### src/rtl/demux_burst_sched.sv
// Round-robin burst scheduler: one valid/ready stream into NOUT lanes via a one-word register.
// Optional lane skipping with en_mask when DEMUX_SKIP_EN is defined.
module demux_burst_sched #(
    parameter  int DW    = 8,
    parameter  int NOUT  = 4,
    parameter  int BURST = 4,
    localparam int SW    = $clog2(NOUT),
    localparam int CW    = $clog2(BURST + 1)
) (
    input  logic            clk,
    input  logic            rst_n,
    input  logic            clr,
    input  logic            in_valid,
    output logic            in_ready,
    input  logic [DW-1:0]   in_data,
    output logic [NOUT-1:0] out_valid,
    input  logic [NOUT-1:0] out_ready,
    output logic [DW-1:0]   out_data,
    input  logic [NOUT-1:0] en_mask,
    output logic [SW-1:0]   sel,
    output logic [CW-1:0]   burst_cnt,
    output logic            busy
);

    typedef enum logic {
        S_EMPTY = 1'b0,
        S_FULL  = 1'b1
    } state_t;

    state_t          r_state;
    state_t          w_state_nxt;
    logic [DW-1:0]   r_data;
    logic [SW-1:0]   r_dest;
    logic [SW-1:0]   r_sel;
    logic [CW-1:0]   r_cnt;

    logic            w_full;
    logic            w_in_hs;
    logic            w_lane_hs;
    logic            w_burst_end;
    logic            w_hop;
    logic            w_lane_ok;
    logic [NOUT-1:0] w_mask;
    logic [SW-1:0]   w_next_sel;
    logic            w_found;

`ifdef DEMUX_SKIP_EN
    assign w_mask    = en_mask;
    assign w_lane_ok = en_mask[r_sel];
    assign w_hop     = ~clr & ~en_mask[r_sel] & (|en_mask);
`else
    logic w_unused_mask;
    assign w_unused_mask = ^en_mask;
    assign w_mask    = '1;
    assign w_lane_ok = 1'b1;
    assign w_hop     = 1'b0;
`endif

    assign w_full      = (r_state == S_FULL);
    assign w_lane_hs   = w_full & out_ready[r_dest];
    assign in_ready    = ~clr & (~w_full | out_ready[r_dest]) & w_lane_ok;
    assign w_in_hs     = in_valid & in_ready;
    assign w_burst_end = (r_cnt == CW'(BURST - 1));

    // First enabled lane after r_sel; stays on r_sel if no other lane is enabled.
    always_comb begin
        w_next_sel = r_sel;
        w_found    = 1'b0;
        for (int k = 1; k < NOUT; k++) begin
            if (!w_found && w_mask[(int'(r_sel) + k) % NOUT]) begin
                w_next_sel = SW'((int'(r_sel) + k) % NOUT);
                w_found    = 1'b1;
            end
        end
    end

    always_ff @(posedge clk or negedge rst_n) begin
        if (!rst_n) begin
            r_state <= S_EMPTY;
        end else begin
            r_state <= w_state_nxt;
        end
    end

    always_comb begin
        w_state_nxt = r_state;
        if (clr) begin
            w_state_nxt = S_EMPTY;
        end else begin
            unique case (r_state)
                S_EMPTY: if (w_in_hs) w_state_nxt = S_FULL;
                S_FULL:  if (w_lane_hs && !w_in_hs) w_state_nxt = S_EMPTY;
                default: w_state_nxt = S_EMPTY;
            endcase
        end
    end

    always_comb begin
        out_valid = '0;
        busy      = 1'b0;
        if (r_state == S_FULL) begin
            out_valid = NOUT'(1) << r_dest;
            busy      = 1'b1;
        end
    end

    always_ff @(posedge clk or negedge rst_n) begin
        if (!rst_n) begin
            r_data <= '0;
            r_dest <= '0;
        end else if (w_in_hs) begin
            r_data <= in_data;
            r_dest <= r_sel;
        end
    end

    always_ff @(posedge clk or negedge rst_n) begin
        if (!rst_n) begin
            r_sel <= '0;
            r_cnt <= '0;
        end else if (clr) begin
            r_sel <= '0;
            r_cnt <= '0;
        end else if (w_in_hs) begin
            if (w_burst_end) begin
                r_sel <= w_next_sel;
                r_cnt <= '0;
            end else begin
                r_cnt <= r_cnt + CW'(1);
            end
        end else if (w_hop) begin
            r_sel <= w_next_sel;
            r_cnt <= '0;
        end
    end

    assign out_data  = r_data;
    assign sel       = r_sel;
    assign burst_cnt = r_cnt;

endmodule

### config.mk
export PLATFORM = sky130hd
export DESIGN_NAME = demux_burst_sched
export DESIGN_NICKNAME = d
export VERILOG_FILES = /design/src/rtl/demux_burst_sched.sv
export SDC_FILE = /design/constraint.sdc
export NUM_CORES = 1
export LEC_CHECK = 0
export CELL_PAD_IN_SITES_DETAIL_PLACEMENT = 1
export CELL_PAD_IN_SITES_GLOBAL_PLACEMENT = 2
export CORE_UTILIZATION = 24
export CTS_BUF_LIST = sky130_fd_sc_hd__clkbuf_4 sky130_fd_sc_hd__clkbuf_8
export DETAILED_ROUTE_END_ITERATION = 12
export PLACE_DENSITY_LB_ADDON = 0.1
export SLEW_MARGIN = 40
export SYNTH_ARGS = -nofsm -noshare
export SYNTH_HDL_FRONTEND = slang
export SYNTH_SLANG_ARGS = --single-unit
### constraint.sdc
create_clock -name clk -period 2 [get_ports clk]
set_input_delay 0.3 -clock clk [delete_from_list [all_inputs] [get_ports clk]]
set_output_delay 0.3 -clock clk [all_outputs]
set_load 0.005 [all_outputs]
==> results.cfg, run 1 <==
[run_status]
outcome = finished with violations
failed_checks = DRC

[yosys]
syn-cell-area_um2 = 752
ys_seq_area_share_pct = 53.2
ys_ff_latch = 16
syn_inst = 61
synth_top_area_share_pct = 53.2
synth_cell_types = 23
syn-num-nets = 82
synth_top_cell_by_area = dfrtp_1
synth_warnings = 0
syn_avg_cell_area_um2 = 12.3
synthTopCellsByArea = dfrtp_1, mux2_2, nor2_1

[critical_path]
path_class = flop to output port
crit_fanout = 5
cp_cell_sequence = buf_4, and2b_2, clkdlybuf4s50_1
required_ns = 1.70
r2r_start = r_dest[0]
critPathSlowestCell = clkdlybuf4s50_1
worstSetupStartpointType = flop
crit_arrival_ns = 1.55
setup.worst_path.start = r_dest[0]
r2r_end = out_data[0]
regToRegSetupSlack_ns = 0.27
reg2reg_depth = 6
worstSetupEndpointType = output port
cpPeakStageDelay_ns = 0.49

[timing]
drv_slew = 0
hold-worst-slack_ns = 0.331
min_period_over_period_pct = 92.4
skew_ns = 0.00456
layout_min_cycle_time_ns = 1.85
setup_slack_ns = 0.152
fmax_mhz = 541
setup_viol = 0
rsz0062_at_grt = false
hold_viol = 0
slew_headroom_pct = 79.1
tightest_slew_ns = 0.313

[worst_hold_path]
hp-class = input pin to asynchronous set/reset pin

[route]
vias = 638
detail_route.wl_per_cell_um = 13.2
drt_wl_total_mm = 1.82
firstDrtPassIters = 10
viasPerCell = 4.62
drc = 2
ant_nets = 0
drtIter0Drc = 7

[power_and_ir_drop]
combPwrFrac_pct = 26.1
peakVddDrop_mv = 0.323
p_int_mw = 0.557
switching_power_mw = 0.169
p_seq_share_pct = 51.4
leakage_nw = 0.541
power_density_nw_per_um2 = 585
swShare_pct = 23.3
clkPwrFrac_pct = 22.5

[clocking]
cts.sinks = 16
clockBufferDepth = 2
cts_tree = yes
root_buffer = clkbuf_4
cts_buffers = 3
cts.clk_slew.worst_paths_ns = 0.09
clk_latency_ns = 0.28
htreeDepth = 1

[global_route]
grt_max_degree = 17
overflow = 0
first_global_vias = 674
grt_pass1_wl_mm = 2.91
groute.usage.overall_pct = 11.6
antenna_found_initial = 0

[floorplan]
die_y_um = 58.0
coreArea_um2 = 2850
ios = 39
fp.dieW_um = 58.0
start_util_pct = 26.4
num_rows = 19
dieArea_um2 = 3360

[place]
hpwl_mm = 1.44
gp_congestion = 0.705
dp_slack_ns = -0.0321
portBuffers = 34

[job]
cap_violations = 0

[final_layout]
layout_commonest_cell = clkdlybuf4s50_1
num-nets-final = 130
final_util_pct = 43.5
syn_to_final_growth_pct = 64.9
layout-drive-gt1-share_pct = 30.8
diodes = 0
layout_common_cells = clkdlybuf4s50_1, dfrtp_1, mux2_2, buf_4, nor2_1
==> cell families (layout without fill, tap and decap cells) <==
family,count (synthesis),count (layout),synth area share [%]
AOI/OAI and AO/OA,9,9,8.49
adders and majority gates,1,1,1.66
buffers and inverters,2,48,0.997
DFF,16,16,53.2
muxes,13,13,19.1
and+or+nand+nor,20,20,16.5
==> how the worst max path moves through the flow <==
stage	to	slack, ns	depth (start not counted)
6_report	out_valid[0]	0.15	3
5_1_grt	out_valid[0]	0.05	3
4_1_cts	out_valid[0]	0.02	3
3_5_place_dp	out_data[3]	-0.03	7
3_3_place_gp	in_ready	-0.02	5
2_1_floorplan	out_data[0]	0.32	4
==> final cells by class <==
| type | count | area, µm² |
|---|---|---|
| Fill cell | 325 | 1610 |
| Timing Repair Buffer | 44 | 427 |
| Sequential cell | 16 | 402 |
| Multi-Input combinational cell | 43 | 347 |
| Tap cell | 31 | 38.8 |
| Clock buffer | 3 | 22.5 |
| Inverter | 1 | 3.75 |
==> what timing repair did <==
action | CTS | global route
hold buffers | 0 | 0
endpoints found under the setup margin | 1 | 2
buffers inserted | 2 | 0
gates resized for setup | 2 | 1
==> power by group through the flow <==
| stage | Clock (mW) | Combinational [mW] | Sequential, mW |
|---|---|---|---|
| 3_5_place_dp | 0 | 0.191 | 0.381 |
| 4_1_cts | 0.177 | 0.194 | 0.374 |
| 5_1_grt | 0.189 | 0.205 | 0.377 |
| 6_report | 0.163 | 0.190 | 0.373 |
| 3_3_place_gp | 0 | 0.189 | 0.378 |
| 2_1_floorplan | 0 | 0.0569 | 0.382 |
==> flip-flops by register name, summed over array words and instances, names as in the netlist <==
name and flops:
sel 2, r_dest 2, burst_cnt 3, out_data 8, r_state 1
==> layer usage <==
layer	vias up	part of all wire, %	track usage, %
li1	307	-	-
met1	309	44	13.4
met2	20	50	20.9
met3	2	4.6	4.02
met4	0	1.0	2.04
met5	-	0	0
==> worst max-delay path, delay by kind of cell (launching register included) <==
kind	cells	cell delay (ns)
AND/OR/NAND/NOR	1	0.19
flip-flops	1	0.44
buffers and inverters	2	0.64
==> metrics by stage <==
stage	instances	total power, mW	TNS [ns]	cell area, µm²
detailed placement	133	0.572	-0.289	1200
finish	138	0.726	0	1240
CTS	138	0.745	0	1240
global placement	133	0.567	-0.132	1200
global route	138	0.771	0	1240
floorplan	61	0.438	0	752
==> synthesized netlist by cell type <==
master    number
o21ai_0        2
and2_1         1
and2b_2        1
mux2_2        11
and2b_1        1
clkbuf_1       1
a21oi_1        4
and3_2         1
dfrtp_1       16
a31o_2         1
mux2i_1        2
ha_1           1
and2_2         1
nand3b_1       1
a22o_2         1
nand3_1        1
a221oi_2       1
nand2_1        1
nor3_4         1
nor2b_1        3
nand2b_1       2
inv_1          1
nor2_1         6
Power figures use the tool's default switching activity.
==> run 2, diff against run 1 <==
- CORE_ASPECT_RATIO: default -> 0.9
- CTS_CLUSTER_DIAMETER: default -> 30
==> run 2 against run 1 <==
The run now ends clean; largest power group unchanged; clock power grew 32%; die area did not move; largest cell class unchanged; sequential power about the same; highest routed layer unchanged; combinational power about the same; power increased by 6.6%; critical path depth is the same; first-iteration DRC count fell by 100%; worst hold slack improved by 0.13 ns.
==> results.cfg, run 2 (same netlist as run 1, synthesis figures left out) <==
[final_layout]
num-nets-final = 129
largest_reg_flops = 8
fillCellCount = 326
layout_commonest_cell = clkdlybuf4s50_1
layout_common_cells = clkdlybuf4s50_1, dfrtp_1, mux2_2, buf_4, nor2_1
layout-drive-gt1-share_pct = 31.8
diodes = 0
syn_to_final_growth_pct = 67.2

[global_route]
antenna_found_initial = 0
grt_util_met3_pct = 5.35
grt_max_degree = 17
grt_pass1_wl_mm = 2.90
overflow = 0
first_global_vias = 650
busiest_layer = met2
grtUsageMet2_pct = 20.3
groute.usage.overall_pct = 12.3
met1_usage_pct = 14.7

[clocking]
cts.sinks = 16
cts_buffers = 3
clk_latency_ns = 0.29
cts.clk_slew.worst_paths_ns = 0.09
htreeDepth = 1
root_buffer = clkbuf_4
clockBufferDepth = 2
cts_tree = yes

[critical_path]
crit_fanout = 5
path_class = flop to output port
worstSetupStartpointType = flop
worstSetupEndpointType = output port
required_ns = 1.70
crit_arrival_ns = 1.57

[timing]
min_period_over_period_pct = 93.5
fmax_mhz = 535
setup_viol = 0
tightest_slew_ns = 0.406
rsz0062_at_grt = false
skew_ns = 0.00401
setup_slack_ns = 0.130
slew_headroom_pct = 72.9
layout_min_cycle_time_ns = 1.87
fin_setup_tns_ns = 0
drv_slew = 0
hold_viol = 0

[worst_hold_path]
hp-class = input pin to asynchronous set/reset pin

[route]
firstDrtPassIters = 1
ant_nets = 0
drc = 0
vias = 658
viasPerCell = 4.48
detail_route.wl_per_cell_um = 11.9
drt_wl_total_mm = 1.75
drtIter0Drc = 0

[place]
gp_congestion = 0.696
hpwl_mm = 1.35
portBuffers = 34
dp_slack_ns = -0.0366

[power_and_ir_drop]
peakVddDrop_mv = 0.356
power_density_nw_per_um2 = 615
leakage_nw = 0.544

[job]
cap_violations = 0

[floorplan]
coreArea_um2 = 2860
die_y_um = 55.1
fp.dieW_um = 61
dieArea_um2 = 3360
num_rows = 18
start_util_pct = 26.3
ios = 39

[run_status]
outcome = completed
run 2: final timing paths:
| kind | end | depth (start not counted) | startpoint | slack [ns] |
|---|---|---|---|---|
| max in group asynchronous | r_dest[0] | 2 | rst_n | 1.23 |
| hold / removal | burst_cnt[2] | 2 | rst_n | 0.46 |
| hold reg to reg | out_data[7] | 1 | out_data[7] | 0.51 |
| setup / recovery | out_valid[0] | 3 | r_dest[0] | 0.13 |
| setup reg to reg | out_data[7] | 6 | r_dest[1] | 0.28 |
| min in group clk | out_data[7] | 1 | out_data[7] | 0.51 |
run 2: what timing repair did:
item / CTS / global route
pin swaps: 1 / 0
setup buffers: 2 / 0
endpoints found under the setup margin: 1 / 2
hold buffers: 0 / 1
resized for setup: 3 / 1
endpoints found under the hold margin: 0 / 16
run 2: per-stage QoR:
stage	area [µm²]	cells	power [mW]	hold WS, ns	utilization, %
2_1_floorplan	752	61	0.438	0.00441	-
3_3_place_gp	1200	140	0.564	0.488	41.8
3_5_place_dp	1200	140	0.569	0.499	41.8
4_1_cts	1250	146	0.789	0.461	43.7
5_1_grt	1260	147	0.823	0.487	44.0
6_report	1260	147	0.774	0.458	44.0
run 2: final cells by class:
class	count	area, µm²	area share (%)
Sequential cell	16	402	31.9
Inverter	1	3.75	0.299
Clock buffer	4	36.3	2.89
Multi-Input combinational cell	43	349	27.8
Tap cell	40	50.0	3.98
Timing Repair Buffer	43	417	33.1
run 2: layer usage:
layer | share of wire, % | wire length, µm
met3 | 7.8 | 137
met2 | 50 | 871
met1 | 42 | 729
met5 | 0 | 0
met4 | 0.74 | 13
run 2: worst max-delay path, cell delays in order, from the launching register on:
cell,delay (ns)
dfrtp_2,0.44
buf_4,0.16
and2b_2,0.20
clkdlybuf4s50_1,0.49
run 2: power breakdown:
group | switching [mW] | leakage, nW | internal, mW | total, mW
logic | 0.0576 | 0.321 | 0.129 | 0.187
registers | 0.0170 | 0.202 | 0.355 | 0.372
clock network | 0.104 | 0.0210 | 0.111 | 0.215
total | 0.178 | 0.544 | 0.595 | 0.774
